## config.mk

```make
export PLATFORM = sky130hd
export DESIGN_NAME = inst_loader
export DESIGN_NICKNAME = d
export VERILOG_FILES = /design/src/rtl/inst_loader.sv
export SDC_FILE = /design/constraint.sdc
export NUM_CORES = 1
export LEC_CHECK = 0
export CAP_MARGIN = 20
export CORE_MARGIN = 10
export CORE_UTILIZATION = 50
export DETAILED_ROUTE_END_ITERATION = 6
export HOLD_SLACK_MARGIN = 0.15
export PLACE_DENSITY_LB_ADDON = 0.15
export SLEW_MARGIN = 20
export SYNTH_ARGS = -nofsm -noshare
export SYNTH_HDL_FRONTEND = slang
export SYNTH_SLANG_ARGS = --single-unit
```

## constraint.sdc

```tcl
create_clock -name clk_Loader -period 3.5 [get_ports clk_Loader]
set_input_delay 0.7 -clock clk_Loader [delete_from_list [all_inputs] [get_ports clk_Loader]]
set_output_delay 0.7 -clock clk_Loader [all_outputs]
set_load 0.005 [all_outputs]
```

## src/rtl/inst_loader.sv

```systemverilog
// Program loader: turns a count-prefixed byte stream into big-endian 32-bit
// instruction-memory writes at consecutive addresses, holding the CPU meanwhile.
module inst_loader #(
   parameter int ADDR_W    = 8,
   parameter int ADDR_STEP = 4,
   parameter int BASE_ADDR = 0
) (
   input  logic              clk_Loader,
   input  logic              rst_Loader,
   input  logic              start,
   input  logic [7:0]        byte_data,
   input  logic              byte_valid,
   output logic              byte_ready,
   output logic              im_we,
   output logic [ADDR_W-1:0] im_addr,
   output logic [31:0]       im_wdata,
   output logic              cpu_hold,
   output logic              load_done,
   output logic [7:0]        words_loaded
);

   typedef enum logic [2:0] {
      S_IDLE,
      S_COUNT,
      S_DATA,
      S_WRITE,
      S_DONE
   } state_t;

   localparam logic [ADDR_W-1:0] L_BASE = ADDR_W'(BASE_ADDR);
   localparam logic [ADDR_W-1:0] L_STEP = ADDR_W'(ADDR_STEP);

   state_t     r_state;
   state_t     w_next;
   logic [7:0] r_n;
   logic [1:0] r_bcnt;
   logic [7:0] r_wcnt;
   logic       w_xfer;

   assign w_xfer       = byte_valid & byte_ready;
   assign words_loaded = r_wcnt;

   always_ff @(posedge clk_Loader) begin
      if (rst_Loader) r_state <= S_IDLE;
      else            r_state <= w_next;
   end

   // Strobes depend only on r_state; inputs steer only the next state.
   always_comb begin
      w_next     = r_state;
      byte_ready = 1'b0;
      im_we      = 1'b0;
      cpu_hold   = 1'b1;
      load_done  = 1'b0;
      case (r_state)
         S_IDLE: begin
            cpu_hold = 1'b0;
            if (start) w_next = S_COUNT;
         end
         S_COUNT: begin
            byte_ready = 1'b1;
            if (byte_valid) w_next = (byte_data == 8'd0) ? S_DONE : S_DATA;
         end
         S_DATA: begin
            byte_ready = 1'b1;
            if (byte_valid && r_bcnt == 2'd3) w_next = S_WRITE;
         end
         S_WRITE: begin
            im_we  = 1'b1;
            w_next = (r_wcnt + 8'd1 == r_n) ? S_DONE : S_DATA;
         end
         S_DONE: begin
            load_done = 1'b1;
            w_next    = S_IDLE;
         end
         default: w_next = S_IDLE;
      endcase
   end

   always_ff @(posedge clk_Loader) begin
      if (rst_Loader) begin
         r_n      <= 8'd0;
         r_bcnt   <= 2'd0;
         r_wcnt   <= 8'd0;
         im_addr  <= L_BASE;
         im_wdata <= 32'd0;
      end else begin
         case (r_state)
            S_IDLE: begin
               if (start) begin
                  r_wcnt  <= 8'd0;
                  r_bcnt  <= 2'd0;
                  im_addr <= L_BASE;
               end
            end
            S_COUNT: begin
               if (w_xfer) r_n <= byte_data;
            end
            S_DATA: begin
               if (w_xfer) begin
                  im_wdata <= {im_wdata[23:0], byte_data};
                  r_bcnt   <= r_bcnt + 2'd1;
               end
            end
            S_WRITE: begin
               // Address wraps modulo 2^ADDR_W by truncation.
               r_wcnt  <= r_wcnt + 8'd1;
               r_bcnt  <= 2'd0;
               im_addr <= im_addr + L_STEP;
            end
            default: ;
         endcase
      end
   end

endmodule

```

==> flow_metrics.py, run 1 <==
metrics = {
    "setup_path": {
        "crit_path_start_kind": "flip-flop",
        "cp.required_ns": 2.80,
        "cp_data_arrival_time_ns": 1.99,
        "crit_path_end_kind": "output pin",
        "path_class": "reg -> out",
        "path_max_fanout": 15,
    },
    "timing": {
        "rsz0062_at_grt": "false",
        "relSlewSlack": 0.578,
        "min_period_over_period": 0.768,
        "fmax_ghz": 0.372,
        "finalSetupViolations": 0,
        "min_period_ns": 2.69,
        "drv_slew": 0,
        "fin_setup_tns_ns": 0,
        "hold_viol_final": 0,
        "worst_slew_pin_slew_ns": 0.627,
        "worst_hold_slack_ns": 0.453,
        "clock_skew_ns": 0.00609,
    },
    "grt": {
        "grt_pass1_vias": 2164,
        "grt_first_pass_wirelength_um": 10900,
        "track_usage": 0.157,
        "grt_max_degree": 35,
        "overflow": 0,
        "antenna_found_initial": 0,
    },
    "clocking": {
        "cts_buffers": 9,
        "ctsResizeCount": 0,
        "clock_latency_ns": 0.33,
        "clock_path_buffers": 2,
        "cts-hold-fix-buffers": 0,
        "path_clk_slew_ns": 0.07,
        "cts_tree": "done",
        "htreeDepth": 3,
        "clock_sink_count": 59,
        "cts_setup_buffers": 0,
        "root_buffer": "clkbuf_8",
    },
    "pwr": {
        "p_leak_nw": 1.18,
        "irDropWorstVdd_v": 0.000231,
        "power_density_nw_per_um2": 409,
    },
    "drt": {
        "drt_iter0_markers": 132,
        "drt-total-wl_um": 6560,
        "final_antenna_net_count": 0,
        "wl_per_cell_um": 14.6,
        "via_per_inst": 5.27,
        "vias": 2373,
        "drc": 0,
        "firstDrtPassIters": 4,
    },
    "place": {
        "numPortBuffers": 61,
        "place.gp.congestion": 0.816,
        "dp.cells": 435,
        "placed_area_sq_um": 3210,
        "dp_hpwl_um": 4590,
    },
    "die": {
        "start_util": 0.512,
        "ios": 64,
        "rows": 26,
        "fp.dieArea_sq_um": 8480,
        "die_x_um": 92.1,
        "core_area_sq_um": 5070,
        "die-height_um": 92.1,
    },
    "layout": {
        "drive_gt1_frac": 0.0684,
        "diodes": 0,
        "final_nets": 391,
        "area_growth_pct": 30.9,
        "final_util": 0.670,
        "final_cell_area_sq_um": 3400,
        "fin_cells": 450,
        "final.fill_count": 459,
    },
    "synthesis": {
        "ys_seq_area_frac": 0.455,
        "synth_top_family_by_area": "simple AND/OR/NAND/NOR gates",
        "synth.avg_cell_area_sq_um": 8.07,
        "synth-simple-area-share": 0.264,
        "synthDistinctLibCells": 46,
        "synth.area.mux_share": 0.0352,
        "synth_area_sq_um": 2600,
        "synth_xor_area_frac": 0.0405,
        "synth_seq_cells": 59,
        "synthCells": 322,
        "synth_edf_count": 0,
        "synth-adder-area-share": 0.0145,
        "async_flop_share": 0,
        "ys_warn_count": 0,
        "synth_ff_type": "dfxtp_1",
        "synth-compound-area-share": 0.145,
    },
    "flow_run": {
        "drv_cap": 0,
    },
    "status": {
        "status": "finished, final reports clean",
    },
    "hold_path": {
        "hp-class": "reg -> reg",
    },
}
==> cells by family after synthesis <==
group / count (synthesis)
and+or+nand+nor: 145
AOI/OAI and AO/OA: 68
DFF: 59
buffers and inverters: 25
xor gates and xnor gates: 12
muxes: 9
adders and majority gates: 3
other: 1
==> worst max-delay path, cell delays in order, from the launching register on <==
cell and delay, ns:
dfxtp_1 0.68, nand3b_4 0.27, inv_4 0.18, clkdlybuf4s50_1 0.52
==> path summary, 6_finish.rpt <==
check,startpoint,depth (start not counted),slack [ns],endpoint
setup reg to reg,r_state[1],6,1.55,im_addr[7]
setup / recovery,r_state[1],3,0.81,im_we
hold / removal,im_wdata[27],2,0.45,im_wdata[27]
hold reg to reg,im_wdata[27],2,0.45,im_wdata[27]
==> cells in the mapped netlist (3+ instances only) <==
cell type	instances	area share
a31oi_1	4	0.0096
clkbuf_1	10	0.014
buf_4	3	0.0087
xor2_1	3	0.010
nor2_1	23	0.033
or3_1	6	0.014
o21ai_0	8	0.015
dfxtp_1	59	0.45
nor3_1	5	0.0096
nand2_1	77	0.11
nand4_1	4	0.0096
a21oi_1	47	0.091
ha_1	3	0.014
buf_2	8	0.015
nand3_1	7	0.013
inv_1	3	0.0043
mux2i_1	8	0.031
xnor2_1	9	0.030
==> power by group <==
| group | leakage (nW) | internal [mW] | switching [mW] |
|---|---|---|---|
| clock | 0.102 | 0.341 | 0.260 |
| sequential | 0.476 | 0.680 | 0.0128 |
| combinational | 0.603 | 0.0422 | 0.0536 |
==> stage by stage <==
stage	power [mW]	setup WS, ns
6_report	1.39	0.814
5_1_grt	1.45	0.722
4_1_cts	1.40	0.824
3_5_place_dp	0.802	1.06
3_3_place_gp	0.800	1.12
2_1_floorplan	0.763	1.88
==> sequential cells by signal, summed over array words and instances, names as in the netlist <==
name / count
r_bcnt: 2
im_wdata: 32
words_loaded: 8
r_n: 8
im_addr: 6
r_state: 3
==> routing by layer <==
metal  GRT usage  wire, um  vias up
met2       0.241      3070       68
met3      0.0570       463        8
li1            -         -     1204
met1       0.189      2960     1093
met4      0.0771        65        0
met5           0         0        -
==> layout by cell type, fill, tap and decap left out, types with 3 or more instances in the layout <==
cell / count
a21oi_1: 47
a31oi_1: 4
clkbuf_8: 10
clkdlybuf4s50_1: 60
clkinv_2: 3
dfxtp_1: 59
ha_1: 3
inv_1: 3
mux2i_1: 8
nand2_1: 77
nand3_1: 7
nand4_1: 4
nor2_1: 23
nor3_1: 5
o21ai_0: 8
or3_1: 6
xnor2_1: 9
xor2_1: 3
==> area by class of cell <==
| type | count | area (sq um) | area share |
|---|---|---|---|
| Inverter | 4 | 17.5 | 0.00515 |
| Timing Repair Buffer | 63 | 621 | 0.182 |
| Sequential cell | 59 | 1180 | 0.347 |
| Tap cell | 70 | 87.6 | 0.0258 |
| Multi-Input combinational cell | 239 | 1300 | 0.383 |
| Clock buffer | 10 | 138 | 0.0405 |
| Clock inverter | 5 | 53.8 | 0.0158 |
Power figures use the tool's default switching activity.
==> run 2, diff against run 1 <==
--- a/config.mk
+++ b/config.mk
@@ -7,7 +7,7 @@
 export LEC_CHECK = 0
 export CAP_MARGIN = 20
 export CORE_MARGIN = 10
-export CORE_UTILIZATION = 50
+export CORE_UTILIZATION = 44
 export DETAILED_ROUTE_END_ITERATION = 6
 export HOLD_SLACK_MARGIN = 0.15
 export PLACE_DENSITY_LB_ADDON = 0.15
==> constraint.sdc (replaced) <==
create_clock -name clk_Loader -period 2.3 [get_ports clk_Loader]
set_input_delay 0.46 -clock clk_Loader [delete_from_list [all_inputs] [get_ports clk_Loader]]
set_output_delay 0.46 -clock clk_Loader [all_outputs]
set_load 0.005 [all_outputs]
==> run 2 against run 1 <==
- power rose by 44%
- core utilization shrank 6.2 points
- global-route usage down 2.6 points
==> flow_metrics.py, run 2 (same netlist as run 1, synthesis figures left out) <==
metrics = {
    "layout": {
        "drive_gt1_frac": 0.0809,
        "final_cell_mix": "nand2_1, clkdlybuf4s50_1, dfxtp_1, a21oi_1, nor2_1",
        "diodes": 0,
        "final_nets": 393,
        "final_cell_area_sq_um": 3410,
        "final_util": 0.608,
        "max_flop_register": "im_wdata",
        "final.fill_count": 523,
        "final_common_cell": "nand2_1",
        "area_growth_pct": 31.3,
        "largest_register_ffs": 32,
        "fin_cells": 455,
    },
    "die": {
        "core_area_sq_um": 5610,
        "die-height_um": 96.8,
        "ios": 64,
        "rows": 27,
        "start_util": 0.463,
        "die_x_um": 96.8,
        "fp.dieArea_sq_um": 9380,
    },
    "drt": {
        "via_per_inst": 5.10,
        "drc": 0,
        "firstDrtPassIters": 4,
        "wl_met2_um": 2750,
        "wl_per_cell_um": 13.6,
        "drt_iter0_markers": 142,
        "wl_met1_um": 2880,
        "drt-total-wl_um": 6200,
        "vias": 2319,
        "final_antenna_net_count": 0,
        "routed.top_layer": "met4",
        "wl_met3_um": 470,
    },
    "timing": {
        "clock_skew_ns": 0.00388,
        "worst_hold_slack_ns": 0.453,
        "min_period_over_period": 0.942,
        "setup_ws_ns": 0.134,
        "drv_slew": 0,
        "fin_setup_tns_ns": 0,
        "worst_slew_pin_slew_ns": 0.589,
        "relSlewSlack": 0.606,
        "rsz0062_at_grt": "false",
        "hold_viol_final": 0,
        "finalSetupViolations": 0,
        "min_period_ns": 2.17,
        "fmax_ghz": 0.462,
    },
    "setup_path": {
        "slowest_delay_ns": 0.59,
        "crit_path_start_kind": "flip-flop",
        "critPathBufInv": 2,
        "path_cells": "nand3b_4 -> inv_4 -> clkdlybuf4s50_1",
        "path_max_fanout": 12,
        "crit_path_end_kind": "output pin",
        "cp_data_arrival_time_ns": 1.71,
        "cp.required_ns": 1.84,
        "path_class": "reg -> out",
        "critPathTopFamily": "buffers and inverters",
        "crit_slowest_cell": "dfxtp_1",
    },
    "clocking": {
        "cts_buffers": 9,
        "root_buffer": "clkbuf_8",
        "clock_path_buffers": 2,
        "clock_latency_ns": 0.33,
        "htreeDepth": 3,
        "clock_sink_count": 59,
        "cts_tree": "done",
        "path_clk_slew_ns": 0.07,
    },
    "pwr": {
        "total_power_mw": 2.00,
        "power_density_nw_per_um2": 586,
        "p_leak_nw": 1.17,
        "irDropWorstVdd_v": 0.000426,
    },
    "grt": {
        "grt_max_degree": 41,
        "track_usage": 0.131,
        "grt_pass1_vias": 2139,
        "grt_first_pass_wirelength_um": 10500,
        "overflow": 0,
        "antenna_found_initial": 0,
    },
    "place": {
        "place.gp.congestion": 0.767,
        "dp_hpwl_um": 4320,
        "placed_area_sq_um": 3240,
        "dp.cells": 439,
        "numPortBuffers": 61,
        "pre_cts_slack_ns": 0.227,
    },
    "status": {
        "status": "finished, final reports clean",
    },
    "hold_path": {
        "hp-class": "reg -> reg",
    },
    "flow_run": {
        "drv_cap": 0,
    },
}
## run 2: changes by cell type in the layout (fill, tap and decap cells not counted)
cell	change
buf_12	+1
buf_4	+1
bufinv_16	-1
clkbuf_8	-1
clkinv_4	-1
clkinvlp_4	+4
dfxtp_1	-2
dfxtp_2	+2
## run 2: repair_timing
| item | CTS | global route |
|---|---|---|
| gates resized for setup | 0 | 2 |
| endpoints found under the setup margin | 0 | 2 |
| hold buffers | 0 | 0 |
| endpoints found under the hold margin | 0 | 0 |
| setup buffers | 0 | 0 |
## run 2: layout make-up
class                   instances  area (sq um)  share of cell area
multi-input cells             239          1300               0.382
clock buffers                   9           124              0.0363
repair buffers                 65           648               0.190
clock inverters                 7          45.0              0.0132
flip-flops and latches         59          1180               0.347
inverters                       4          17.5             0.00514
well taps                      72          90.1              0.0264
## run 2: power breakdown
part | switching (mW) | internal, mW
clock network | 0.419 | 0.383
logic | 0.0790 | 0.0666
registers | 0.0186 | 1.03
total | 0.516 | 1.48
## run 2: final timing paths
check / start / to / cells past startpoint / slack [ns]
worst max register to register: words_loaded[0] / r_state[1] / 5 / 0.45
worst min-delay path: im_wdata[27] / im_wdata[27] / 2 / 0.45
worst min register to register: im_wdata[27] / im_wdata[27] / 2 / 0.45
worst max-delay path: r_state[0] / im_we / 3 / 0.13
## run 2: layer usage
| metal | global-route usage | up-vias |
|---|---|---|
| met5 | 0 | - |
| met4 | 0.0609 | 0 |
| met3 | 0.0490 | 9 |
| met2 | 0.190 | 56 |
| met1 | 0.166 | 1046 |
| li1 | - | 1208 |
## run 2: worst register-to-register path, stage by stage (launching register included)
cell      delay, ns
dfxtp_1        0.46
ha_1           0.32
nand3_1        0.11
or3_1          0.35
a211oi_1       0.34
a31oi_1        0.13
